--- config.mk ---
export PLATFORM = sky130hd
export DESIGN_NAME = mac_rx_parser
export DESIGN_NICKNAME = d
export VERILOG_FILES = /design/src/rtl/mac_rx_parser.sv
export SDC_FILE = /design/constraint.sdc
export NUM_CORES = 1
export LEC_CHECK = 0
export ABC_AREA = 1
export ABC_CLOCK_PERIOD_IN_PS = 8109
export BUFFER_PORTS_ARGS = -buffer_cell sky130_fd_sc_hd__buf_4
export CAP_MARGIN = 30
export CORE_MARGIN = 2
export CORE_UTILIZATION = 50
export DETAILED_ROUTE_END_ITERATION = 16
export GPL_TIMING_DRIVEN = 0
export HOLD_SLACK_MARGIN = 0.1
export PLACE_DENSITY = 0.68
export SETUP_SLACK_MARGIN = 0.2
export SLEW_MARGIN = 10
export SYNTH_ARGS = -nofsm -noshare
export SYNTH_HDL_FRONTEND = slang
export SYNTH_SLANG_ARGS = --single-unit
--- constraint.sdc ---
create_clock -name clk -period 8.11 [get_ports clk]
set_input_delay 1.622 -clock clk [delete_from_list [all_inputs] [get_ports clk]]
set_output_delay 1.622 -clock clk [all_outputs]
set_load 0.03 [all_outputs]
--- src/rtl/mac_rx_parser.sv ---
// Byte-wide GMII receive parser: strips preamble/SFD, filters on DA, decodes one optional
// 802.1Q tag, streams the payload minus FCS and reports CRC/length/PHY status per frame.
module mac_rx_parser #(
    parameter logic [47:0] MAC_ADDR     = 48'h0,
    parameter bit          PROMISC      = 1'b0,
    parameter bit          ACCEPT_BCAST = 1'b1,
    parameter bit          VLAN_EN      = 1'b1,
    parameter bit          PASS_UNKNOWN = 1'b0,
    parameter int unsigned MIN_FRAME    = 64,
    parameter int unsigned MAX_FRAME    = 1518
) (
    input  logic        clk,
    input  logic        rst,
    input  logic [7:0]  rxd,
    input  logic        rx_dv,
    input  logic        rx_er,
    output logic [7:0]  m_data,
    output logic        m_valid,
    output logic        m_last,
    output logic        hdr_valid,
    output logic [47:0] sa,
    output logic [15:0] ether_type,
    output logic        vlan_valid,
    output logic [11:0] vlan_id,
    output logic        is_ipv4,
    output logic        is_arp,
    output logic        is_llc,
    output logic        frame_done,
    output logic        frame_good,
    output logic        err_crc,
    output logic        err_len,
    output logic        err_phy,
    output logic        busy
);
    typedef enum logic [2:0] {
        StIdle, StPreamble, StDest, StSource, StType, StVlan, StPayload, StDrop
    } state_e;

    localparam int unsigned FifoDepth  = 5;
    localparam logic [2:0]  FullCnt    = 3'd5;
    localparam logic [31:0] CrcResidue = 32'h2144DF1C;
    localparam logic [15:0] MinLen     = 16'(MIN_FRAME);
    localparam logic [16:0] MaxUntag   = 17'(MAX_FRAME);

    // Reflected CRC-32 (poly 0x04C11DB7), one byte LSB first.
    function automatic logic [31:0] crc32_byte(input logic [31:0] crc, input logic [7:0] data);
        logic [31:0] c;
        c = crc;
        for (int i = 0; i < 8; i++) begin
            c = (c[0] ^ data[i]) ? ((c >> 1) ^ 32'hEDB88320) : (c >> 1);
        end
        return c;
    endfunction

    state_e      state_q, state_d;
    logic [2:0]  cnt_q, cnt_d;
    logic        active_q, active_d;
    logic [47:0] da_q, da_d, sa_sh_q, sa_sh_d;
    logic [7:0]  type_hi_q, type_hi_d;
    logic        tagged_q, tagged_d;
    logic [11:0] vid_q, vid_d;
    logic [15:0] byte_cnt_q, byte_cnt_d;
    logic [31:0] crc_q, crc_d;
    logic        len_bad_q, len_bad_d, phy_bad_q, phy_bad_d;
    logic [7:0]  fifo_q [FifoDepth];
    logic [7:0]  fifo_d [FifoDepth];
    logic [2:0]  fifo_cnt_q, fifo_cnt_d;
    logic [7:0]  m_data_q, m_data_d;
    logic        m_valid_q, m_valid_d, m_last_q, m_last_d, hdr_valid_q, hdr_valid_d;
    logic [47:0] sa_q, sa_d;
    logic [15:0] ether_type_q, ether_type_d;
    logic        vlan_valid_q, vlan_valid_d;
    logic [11:0] vlan_id_q, vlan_id_d;
    logic        is_ipv4_q, is_ipv4_d, is_arp_q, is_arp_d, is_llc_q, is_llc_d;
    logic        frame_done_q, frame_done_d, frame_good_q, frame_good_d;
    logic        err_crc_q, err_crc_d, err_len_q, err_len_d, err_phy_q, err_phy_d;
    logic        busy_q;
    logic [15:0] full_type;
    logic [16:0] max_len;
    logic        len_err, crc_err;

    always_comb begin
        state_d = state_q;   cnt_d = cnt_q;           active_d = active_q;
        da_d = da_q;         sa_sh_d = sa_sh_q;       type_hi_d = type_hi_q;
        tagged_d = tagged_q; vid_d = vid_q;           byte_cnt_d = byte_cnt_q;
        crc_d = crc_q;       len_bad_d = len_bad_q;   phy_bad_d = phy_bad_q;
        fifo_d = fifo_q;     fifo_cnt_d = fifo_cnt_q; m_data_d = m_data_q;
        m_valid_d = 1'b0;    m_last_d = 1'b0;         hdr_valid_d = 1'b0;
        sa_d = sa_q;         ether_type_d = ether_type_q;
        vlan_valid_d = vlan_valid_q;                  vlan_id_d = vlan_id_q;
        is_ipv4_d = is_ipv4_q; is_arp_d = is_arp_q;   is_llc_d = is_llc_q;
        frame_done_d = 1'b0; frame_good_d = 1'b0;
        err_crc_d = 1'b0;    err_len_d = 1'b0;        err_phy_d = 1'b0;
        len_err = 1'b0;      crc_err = 1'b0;
        full_type = {type_hi_q, rxd};
        max_len = tagged_q ? MaxUntag + 17'd4 : MaxUntag;

        if (!rx_dv) begin
            state_d = StIdle;
            // Status is only owed for frames that got past SFD and the address filter.
            if (active_q) begin
                active_d = 1'b0;
                len_err  = len_bad_q || (byte_cnt_q < MinLen);
                if (state_q == StPayload) begin
                    if (fifo_cnt_q == FullCnt) begin
                        m_valid_d = 1'b1;
                        m_last_d  = 1'b1;
                        m_data_d  = fifo_q[0];
                    end else begin
                        len_err = 1'b1;
                    end
                end
                crc_err      = (~crc_q != CrcResidue);
                frame_done_d = 1'b1;
                err_crc_d    = crc_err;
                err_len_d    = len_err;
                err_phy_d    = phy_bad_q;
                frame_good_d = ~(crc_err | len_err | phy_bad_q);
            end
        end else begin
            if (active_q) begin
                byte_cnt_d = (&byte_cnt_q) ? byte_cnt_q : byte_cnt_q + 16'd1;
                crc_d      = crc32_byte(crc_q, rxd);
            end
            if (active_q && rx_er) begin
                phy_bad_d = 1'b1;
                state_d   = StDrop;
            end else begin
                case (state_q)
                    StIdle: if (rxd == 8'h55) state_d = StPreamble;
                    StPreamble: begin
                        if (rxd == 8'hD5) begin
                            state_d    = StDest;
                            active_d   = 1'b1;
                            cnt_d      = 3'd0;
                            byte_cnt_d = 16'd0;
                            crc_d      = 32'hFFFFFFFF;
                            len_bad_d  = 1'b0;
                            phy_bad_d  = 1'b0;
                            fifo_cnt_d = 3'd0;
                            tagged_d   = 1'b0;
                            vid_d      = 12'd0;
                        end else if (rxd != 8'h55) begin
                            state_d = StDrop;
                        end
                    end
                    StDest: begin
                        da_d  = {da_q[39:0], rxd};
                        cnt_d = cnt_q + 3'd1;
                        if (cnt_q == 3'd5) begin
                            cnt_d = 3'd0;
                            if (da_d == MAC_ADDR || (ACCEPT_BCAST && (&da_d)) || PROMISC) begin
                                state_d = StSource;
                            end else begin
                                state_d  = StDrop;
                                active_d = 1'b0;
                            end
                        end
                    end
                    StSource: begin
                        sa_sh_d = {sa_sh_q[39:0], rxd};
                        cnt_d   = cnt_q + 3'd1;
                        if (cnt_q == 3'd5) begin
                            cnt_d   = 3'd0;
                            state_d = StType;
                        end
                    end
                    StType: begin
                        if (cnt_q == 3'd0) begin
                            type_hi_d = rxd;
                            cnt_d     = 3'd1;
                        end else if (VLAN_EN && !tagged_q && full_type == 16'h8100) begin
                            cnt_d    = 3'd0;
                            tagged_d = 1'b1;
                            state_d  = StVlan;
                        end else begin
                            cnt_d        = 3'd0;
                            hdr_valid_d  = 1'b1;
                            sa_d         = sa_sh_q;
                            ether_type_d = full_type;
                            vlan_valid_d = tagged_q;
                            vlan_id_d    = vid_q;
                            is_ipv4_d    = (full_type == 16'h0800);
                            is_arp_d     = (full_type == 16'h0806);
                            is_llc_d     = (full_type <= 16'd1500);
                            if (full_type <= 16'd1500 || full_type == 16'h0800 ||
                                full_type == 16'h0806 ||
                                (PASS_UNKNOWN && full_type > 16'h0600)) begin
                                state_d = StPayload;
                            end else begin
                                // Rejected type still reports; flag it as a bad frame.
                                len_bad_d = 1'b1;
                                state_d   = StDrop;
                            end
                        end
                    end
                    StVlan: begin
                        if (cnt_q == 3'd0) begin
                            type_hi_d = rxd;
                            cnt_d     = 3'd1;
                        end else begin
                            vid_d   = {type_hi_q[3:0], rxd};
                            cnt_d   = 3'd0;
                            state_d = StType;
                        end
                    end
                    StPayload: begin
                        if ({1'b0, byte_cnt_q} + 17'd1 > max_len) begin
                            len_bad_d = 1'b1;
                            state_d   = StDrop;
                        end else if (fifo_cnt_q == FullCnt) begin
                            m_valid_d = 1'b1;
                            m_data_d  = fifo_q[0];
                            for (int i = 0; i < FifoDepth - 1; i++) fifo_d[i] = fifo_q[i+1];
                            fifo_d[FifoDepth-1] = rxd;
                        end else begin
                            fifo_d[fifo_cnt_q] = rxd;
                            fifo_cnt_d         = fifo_cnt_q + 3'd1;
                        end
                    end
                    StDrop: ;
                    default: state_d = StIdle;
                endcase
            end
        end
    end

    always_ff @(posedge clk) begin
        if (rst) begin
            state_q <= StIdle;  cnt_q <= '0;      active_q <= 1'b0;
            da_q <= '0;         sa_sh_q <= '0;    type_hi_q <= '0;
            tagged_q <= 1'b0;   vid_q <= '0;      byte_cnt_q <= '0;
            crc_q <= '1;        len_bad_q <= 1'b0; phy_bad_q <= 1'b0;
            for (int i = 0; i < FifoDepth; i++) fifo_q[i] <= '0;
            fifo_cnt_q <= '0;   m_data_q <= '0;   m_valid_q <= 1'b0;
            m_last_q <= 1'b0;   hdr_valid_q <= 1'b0; sa_q <= '0;
            ether_type_q <= '0; vlan_valid_q <= 1'b0; vlan_id_q <= '0;
            is_ipv4_q <= 1'b0;  is_arp_q <= 1'b0; is_llc_q <= 1'b0;
            frame_done_q <= 1'b0; frame_good_q <= 1'b0;
            err_crc_q <= 1'b0;  err_len_q <= 1'b0; err_phy_q <= 1'b0;
            busy_q <= 1'b0;
        end else begin
            state_q <= state_d;  cnt_q <= cnt_d;      active_q <= active_d;
            da_q <= da_d;        sa_sh_q <= sa_sh_d;  type_hi_q <= type_hi_d;
            tagged_q <= tagged_d; vid_q <= vid_d;     byte_cnt_q <= byte_cnt_d;
            crc_q <= crc_d;      len_bad_q <= len_bad_d; phy_bad_q <= phy_bad_d;
            fifo_q <= fifo_d;    fifo_cnt_q <= fifo_cnt_d; m_data_q <= m_data_d;
            m_valid_q <= m_valid_d; m_last_q <= m_last_d; hdr_valid_q <= hdr_valid_d;
            sa_q <= sa_d;        ether_type_q <= ether_type_d;
            vlan_valid_q <= vlan_valid_d; vlan_id_q <= vlan_id_d;
            is_ipv4_q <= is_ipv4_d; is_arp_q <= is_arp_d; is_llc_q <= is_llc_d;
            frame_done_q <= frame_done_d; frame_good_q <= frame_good_d;
            err_crc_q <= err_crc_d; err_len_q <= err_len_d; err_phy_q <= err_phy_d;
            busy_q <= rx_dv;
        end
    end

    assign m_data     = m_data_q;
    assign m_valid    = m_valid_q;
    assign m_last     = m_last_q;
    assign hdr_valid  = hdr_valid_q;
    assign sa         = sa_q;
    assign ether_type = ether_type_q;
    assign vlan_valid = vlan_valid_q;
    assign vlan_id    = vlan_id_q;
    assign is_ipv4    = is_ipv4_q;
    assign is_arp     = is_arp_q;
    assign is_llc     = is_llc_q;
    assign frame_done = frame_done_q;
    assign frame_good = frame_good_q;
    assign err_crc    = err_crc_q;
    assign err_len    = err_len_q;
    assign err_phy    = err_phy_q;
    assign busy       = busy_q;

endmodule
==> results of run 1 <==
[report_power, final]
group          switching (mW)  internal, mW
registers            0.000347          1.50
clock network           0.625         0.933
logic                  0.0982        0.0357
total                   0.724          2.47
[worst max-delay path, cell delays in order]
cell and delay [ns]:
buf_4 0.15, inv_2 0.06, buf_2 0.30, nor2_1 0.10, nand3_1 0.15, nor2_1 0.08
a31oi_1 0.46, clkinv_1 0.40, o21ai_0 0.74, a21oi_1 0.15
[synthesized netlist by cell type, drive strengths merged]
| cell type | count | area share, % |
|---|---|---|
| a211oi | 3 | 0.16 |
| a21oi | 134 | 4.9 |
| a22oi | 22 | 1.2 |
| a2bb2oi | 3 | 0.19 |
| a31oi | 2 | 0.091 |
| a32oi | 2 | 0.13 |
| a41oi | 1 | 0.064 |
| and3 | 1 | 0.046 |
| buf | 32 | 1.5 |
| clkbuf | 66 | 1.8 |
| clkinv | 3 | 0.082 |
| dfxtp | 306 | 45 |
| ha | 7 | 0.64 |
| inv | 146 | 4.0 |
| nand2 | 232 | 6.6 |
| nand3 | 94 | 3.6 |
| nand3b | 8 | 0.44 |
| nand4 | 27 | 1.3 |
| nor2 | 450 | 13 |
| nor3 | 15 | 0.62 |
| nor3b | 3 | 0.16 |
| nor4 | 13 | 0.59 |
| o2111ai | 1 | 0.064 |
| o211ai | 2 | 0.11 |
| o21a | 1 | 0.055 |
| o21ai | 243 | 8.9 |
| o21ba | 1 | 0.073 |
| o221ai | 3 | 0.19 |
| o22ai | 8 | 0.36 |
| o31ai | 1 | 0.055 |
| o32ai | 1 | 0.064 |
| or2 | 6 | 0.27 |
| xnor2 | 10 | 0.75 |
| xor2 | 48 | 3.2 |
[flip-flops by register name (all words and copies together), names as in the netlist, 3 cells and up]
signal / cells
sa: 48
sa_sh_q: 48
da_q: 40
fifo_q: 40
crc_q: 32
byte_cnt_q: 16
ether_type: 16
vid_q: 12
vlan_id: 12
m_data: 8
type_hi_q: 8
cnt_q: 3
fifo_cnt_q: 3
state_q: 3
[worst paths after layout]
kind                      start    endpoint  slack (ns)
setup / recovery         rxd[2]   crc_q[11]        4.28
setup reg to reg  byte_cnt_q[0]  fifo_q[16]        5.18
hold reg to reg       vid_q[10]   vid_q[10]        0.47
hold / removal        vid_q[10]   vid_q[10]        0.47
[metal layers]
metal  track usage [%]  vias to the layer above
met2              44.0                      413
met5                 0                        -
met3              4.13                       61
li1                  -                     6517
met1              38.2                     6160
met4              7.28                        0
[area by class of cell]
cell class                 instances  area, µm²  share of cell area (%)
clock inverter                    11        138                   0.855
inverter                         149        559                    3.47
timing repair buffer             108        811                    5.03
tap                              341        427                    2.65
buffer                            98        453                    2.81
multi-input combinational       1342       6590                    40.9
clock buffer                      48       1000                    6.24
sequential                       306       6130                    38.0
[logic make-up after synthesis]
logic type	Yosys count	share of synthesized area (%)
buf+inv	247	7.38
compound gates	428	16.6
xor+xnor	58	3.92
flops	306	44.6
fa+ha+maj	7	0.638
simple gates	849	26.9
[per-stage QoR]
stage	power (mW)	std cells	instance area [µm²]
finish	3.20	2403	16100
global route	3.29	2403	16100
CTS	3.21	2403	16100
detailed placement	1.67	2344	15000
global placement	1.67	2344	15000
floorplan	1.62	1895	13700
[cell usage in the layout (no fill, tap or decap), types with 7 or more instances in the layout]
cell and instances:
inv_2 13, clkbuf_8 8, a21oi_1 134, a22oi_1 22, nand2_2 10, o21ai_0 240, nor4_1 13, nor2_4 10
clkbuf_16 35, buf_4 109, nand3b_1 8, o22ai_1 8, nand3_1 90, buf_2 23, nor2_1 433, nor3_1 13
xnor2_1 8, nand2_1 221, xor2_1 46, inv_1 133, dfxtp_1 306, ha_1 7, nand4_1 26, clkbuf_1 71
==> impl_results.md, run 1 <==
- DR WL met3: 2430 µm
- CP max FO: 10
- DR WL/cell: 16.5 µm
- Syn-to-layout area delta: 17.3%
- Final period util: 47.2%
- FP Rows: 60
- Hold/Removal Path Class: register to register
- Mapped Cells: 1,895
- Max VDD drop: 0.000135 V
- Largest net degree at the start of global routing: 14
- YS warnings: 0
- Fin. max-slew vios: 0
- DPL Wire Length: 28,600 µm
- Die H: 170 µm
- WHS: 0.466 ns
- Core box area: 0.0270 mm²
- Root Driver: clkbuf_16
- Worst slew pin tran: 0.929 ns
- Share of layout cells above drive strength 1: 12.0%
- Final design utilization: 59.8%
- Final worst path period need: 3.83 ns
- Port Buffers: 108
- Global-route wire length before repair: 62,900 µm
- Wirelength, routed: 39,800 µm
- Via Count: 13,200
- Initial core utilization: 50.9%
- Setup bufs post-CTS: 0
- Outcome: finished, final reports clean
- Num CTS Buffers: 34
- Data required time of the critical path: 8.48 ns
- Clk buf depth: 3
- Hold Path Depth: 2
- DR vias/cell: 5.47
- Clock Pin Slew Worst Setup and Hold Paths: 0.06 ns
- Uppermost routed layer: met4
- Cts repair resizes: 0
- Cell Area, Synth: 0.0137 mm²
- Pleak: 7.12 nW
- Top Ports: 109
- TritonCTS clock tree: done
- Power Density: 198 mW/mm²
- Synth Register Bits: 306
- Met2 Wirelength: 17,900 µm
- Max-slew headroom: 37.6%
- Final #Nets: 2,058
- Mean post-synth cell area: 7.24 µm²
- PnR worst setup slack: 4.28 ns
- Setup_tns: 0 ns
- DRC: 0
- Clk_lat worst skew: 0.51 ns
- Worst reg2reg path depth: 18
- Critical Path End Type: register
- # hold bufs at CTS: 0
- Vias in the first global route: 12,000
- GR Overflow Total: 0
- Chip width: 170 µm
- Sink Count: 306
- GRT Total Usage: 27.3%
- Fillers: 2,586
- M1 wire length: 18,600 µm
- Die area: 0.0288 mm²
- Remaining antenna violation count: 0
- Hold Violations, Final: 0
- Post-place setup slack: 3.79 ns
- GPL Wtd Cong: 0.946
- Syn nets: 1,914
- Final setup fails: 0
- Seq/Total Area, Yosys: 44.6%
- Initial antenna violation count: 0
- Initial drt markers: 1,179
- Layout Skew: 0.00815 ns
- Netlist cell types: 53
- Htree depth: 2
- Crit Path Class: primary input to register
- Fmax: 261 MHz
- CP arrival: 4.20 ns
- Critical Path Start Type: primary input
- DRT Pass-1 Iters: 5
- Diodes inserted: 0
- Max-cap viol count: 0
- RSZ-0062 raised after global routing: false
Power figures use the tool's default switching activity.
==> inputs of run 2 (changes only) <==
--- a/config.mk
+++ b/config.mk
@@ -6,7 +6,7 @@
 export NUM_CORES = 1
 export LEC_CHECK = 0
 export ABC_AREA = 1
-export ABC_CLOCK_PERIOD_IN_PS = 8109
+export ABC_CLOCK_PERIOD_IN_PS = 3200
 export BUFFER_PORTS_ARGS = -buffer_cell sky130_fd_sc_hd__buf_4
 export CAP_MARGIN = 30
 export CORE_MARGIN = 2
@@ -14,7 +14,7 @@
 export DETAILED_ROUTE_END_ITERATION = 16
 export GPL_TIMING_DRIVEN = 0
 export HOLD_SLACK_MARGIN = 0.1
-export PLACE_DENSITY = 0.68
+export PLACE_DENSITY = 0.71
 export SETUP_SLACK_MARGIN = 0.2
 export SLEW_MARGIN = 10
 export SYNTH_ARGS = -nofsm -noshare
==> constraint.sdc (replaced) <==
create_clock -name clk -period 3.2 [get_ports clk]
set_input_delay 0.64 -clock clk [delete_from_list [all_inputs] [get_ports clk]]
set_output_delay 0.64 -clock clk [all_outputs]
set_load 0.03 [all_outputs]
==> impl_results.md, run 2 (synthesis gave the netlist of run 1 again) <==
- Outcome: finished, final reports clean
- CP arrival: 3.26 ns
- Initial antenna violation count: 1
- Critical Path Max Stage Delay: 0.40 ns
- Final #Nets: 2,058
- Max VDD drop: 0.000354 V
- Reg-to-reg startpoint: byte_cnt_q[0]
- Sink Count: 306
- Chip width: 170 µm
- Setup bufs post-CTS: 0
- DR WL/cell: 16.4 µm
- TritonCTS clock tree: done
- Power Density: 492 mW/mm²
- Via Count: 13,200
- Multi-input gate area: 0.00661 mm²
- Worst reg2reg path depth: 18
- Core box area: 0.0270 mm²
- Max-cap viol count: 0
- PnR worst setup slack: 0.342 ns
- Syn-to-layout area delta: 16.9%
- # hold bufs at CTS: 0
- Fmax: 350 MHz
- DRT Pass-1 Iters: 5
- Fin. max-slew vios: 0
- Hold EP: busy
- Vias in the first global route: 12,100
- Clk_lat worst skew: 0.51 ns
- Setup crit start: byte_cnt_q[0]
- Die H: 170 µm
- Htree depth: 2
- DRC: 0
- Post-place setup slack: -0.103 ns
- Pleak: 7.08 nW
- Clock Pin Slew Worst Setup and Hold Paths: 0.06 ns
- Root Driver: clkbuf_16
- Final setup fails: 0
- Setup_tns: 0 ns
- Final period util: 89.3%
- Top delay family on crit path: simple AND/OR/NAND/NOR gates
- Min-delay src: rst
- Crit path top cell by count: nand2_1
- Final worst path period need: 2.86 ns
- Initial drt markers: 1,269
- Port Buffers: 108
- Layout Skew: 0.0148 ns
- Die area: 0.0288 mm²
- Global-route wire length before repair: 62,900 µm
- Initial core utilization: 50.9%
- FP Rows: 60
- DR vias/cell: 5.48
- Max-slew headroom: 38.7%
- GR Overflow Total: 0
- Wirelength, routed: 39,400 µm
- Worst slew pin tran: 0.912 ns
- Slowest CP cell: dfxtp_2
- FF-to-FF End: fifo_q[19]
- Share of layout cells above drive strength 1: 11.8%
- CP bufs+invs: 2
- Crit-path cells: ha_4 -> nand2_1 -> nor2_4 -> xor2_1 -> inv_1 -> ha_1 -> a21oi_1 -> o21a_1 -> nor2_1 -> nand2_1 -> nand2_1 -> nand2_2 -> nand3_4 -> nor2_8 -> buf_8 -> nand3_1 -> nand2_1 -> nor2_1
- Largest net degree at the start of global routing: 13
- RSZ-0062 raised after global routing: true
- Crit Path Class: register to register
- R2R Setup Slk: 0.34 ns
- Top Ports: 109
- Hold/Removal Path Class: primary input to register
- Most frequent cells in the layout: nor2_1, dfxtp_1, o21ai_0
- Most common cell after layout, fill and taps aside: nor2_1
- Remaining antenna violation count: 0
- CP max FO: 10
- GRT Total Usage: 27.1%
- Critical Path Start Type: register
- WHS: 0.402 ns
- Clk buf depth: 3
- Sequential Area: 0.00613 mm²
- Hold Violations, Final: 0
- DPL Wire Length: 28,200 µm
- Data required time of the critical path: 3.60 ns
- GPL Wtd Cong: 0.925
- Hold Path Depth: 2
- Num CTS Buffers: 34
- Fillers: 2,547
- Critical Path End Type: register
==> run 2: cell types whose count changed in the layout (fill, tap and decap cells not counted), sizes merged <==
cell,delta
clkinv,-3
diode,+1
clkinvlp,-1
bufinv,-1
clkbuf,+1
inv,-1
==> run 2: metrics by stage <==
step	util, %	total power, mW	instances	area [µm²]
CTS	59.5	7.95	2398	16000
floorplan	-	4.11	1895	13700
global route	59.5	8.14	2398	16000
global placement	55.5	4.22	2344	15000
detailed placement	55.5	4.23	2344	15000
finish	59.5	7.90	2399	16000
==> run 2: area by class of cell <==
class / instances / share of cell area [%]
repair buffers: 108 / 5.05
multi-input cells: 1342 / 41.2
clock buffers: 49 / 6.16
diodes: 1 / 0.0156
clock inverters: 5 / 0.452
well taps: 341 / 2.66
plain buffers: 98 / 2.82
flip-flops and latches: 306 / 38.2
inverters: 149 / 3.49
==> run 2: report_power, final <==
group / switching [mW] / leakage, nW / internal, mW / total [mW]
Clock: 1.52 / 0.520 / 2.22 / 3.75
Sequential: 0.00136 / 2.47 / 3.81 / 3.81
Combinational: 0.247 / 4.09 / 0.0906 / 0.338
==> run 2: per-layer routing <==
metal  share of wire (%)  track usage, %  vias up
met5                   0               0        -
met4                 2.5            8.10        0
met3                 7.6            4.48       71
met2                  44            42.9      497
met1                  46            38.1     6067
li1                    -               -     6519
==> run 2: worst max-delay path by stage <==
stage	to	cells past startpoint
4_1_cts	fifo_q[19]	18
3_5_place_dp	crc_q[11]	10
5_1_grt	fifo_q[19]	18
6_report	fifo_q[19]	18
3_3_place_gp	crc_q[10]	10
2_1_floorplan	fifo_q[32]	18
==> run 2: repair_timing <==
action                     4_1_cts  5_1_grt
pin swaps                        0        1
resized for setup                1        6
setup endpoints to repair        8       54
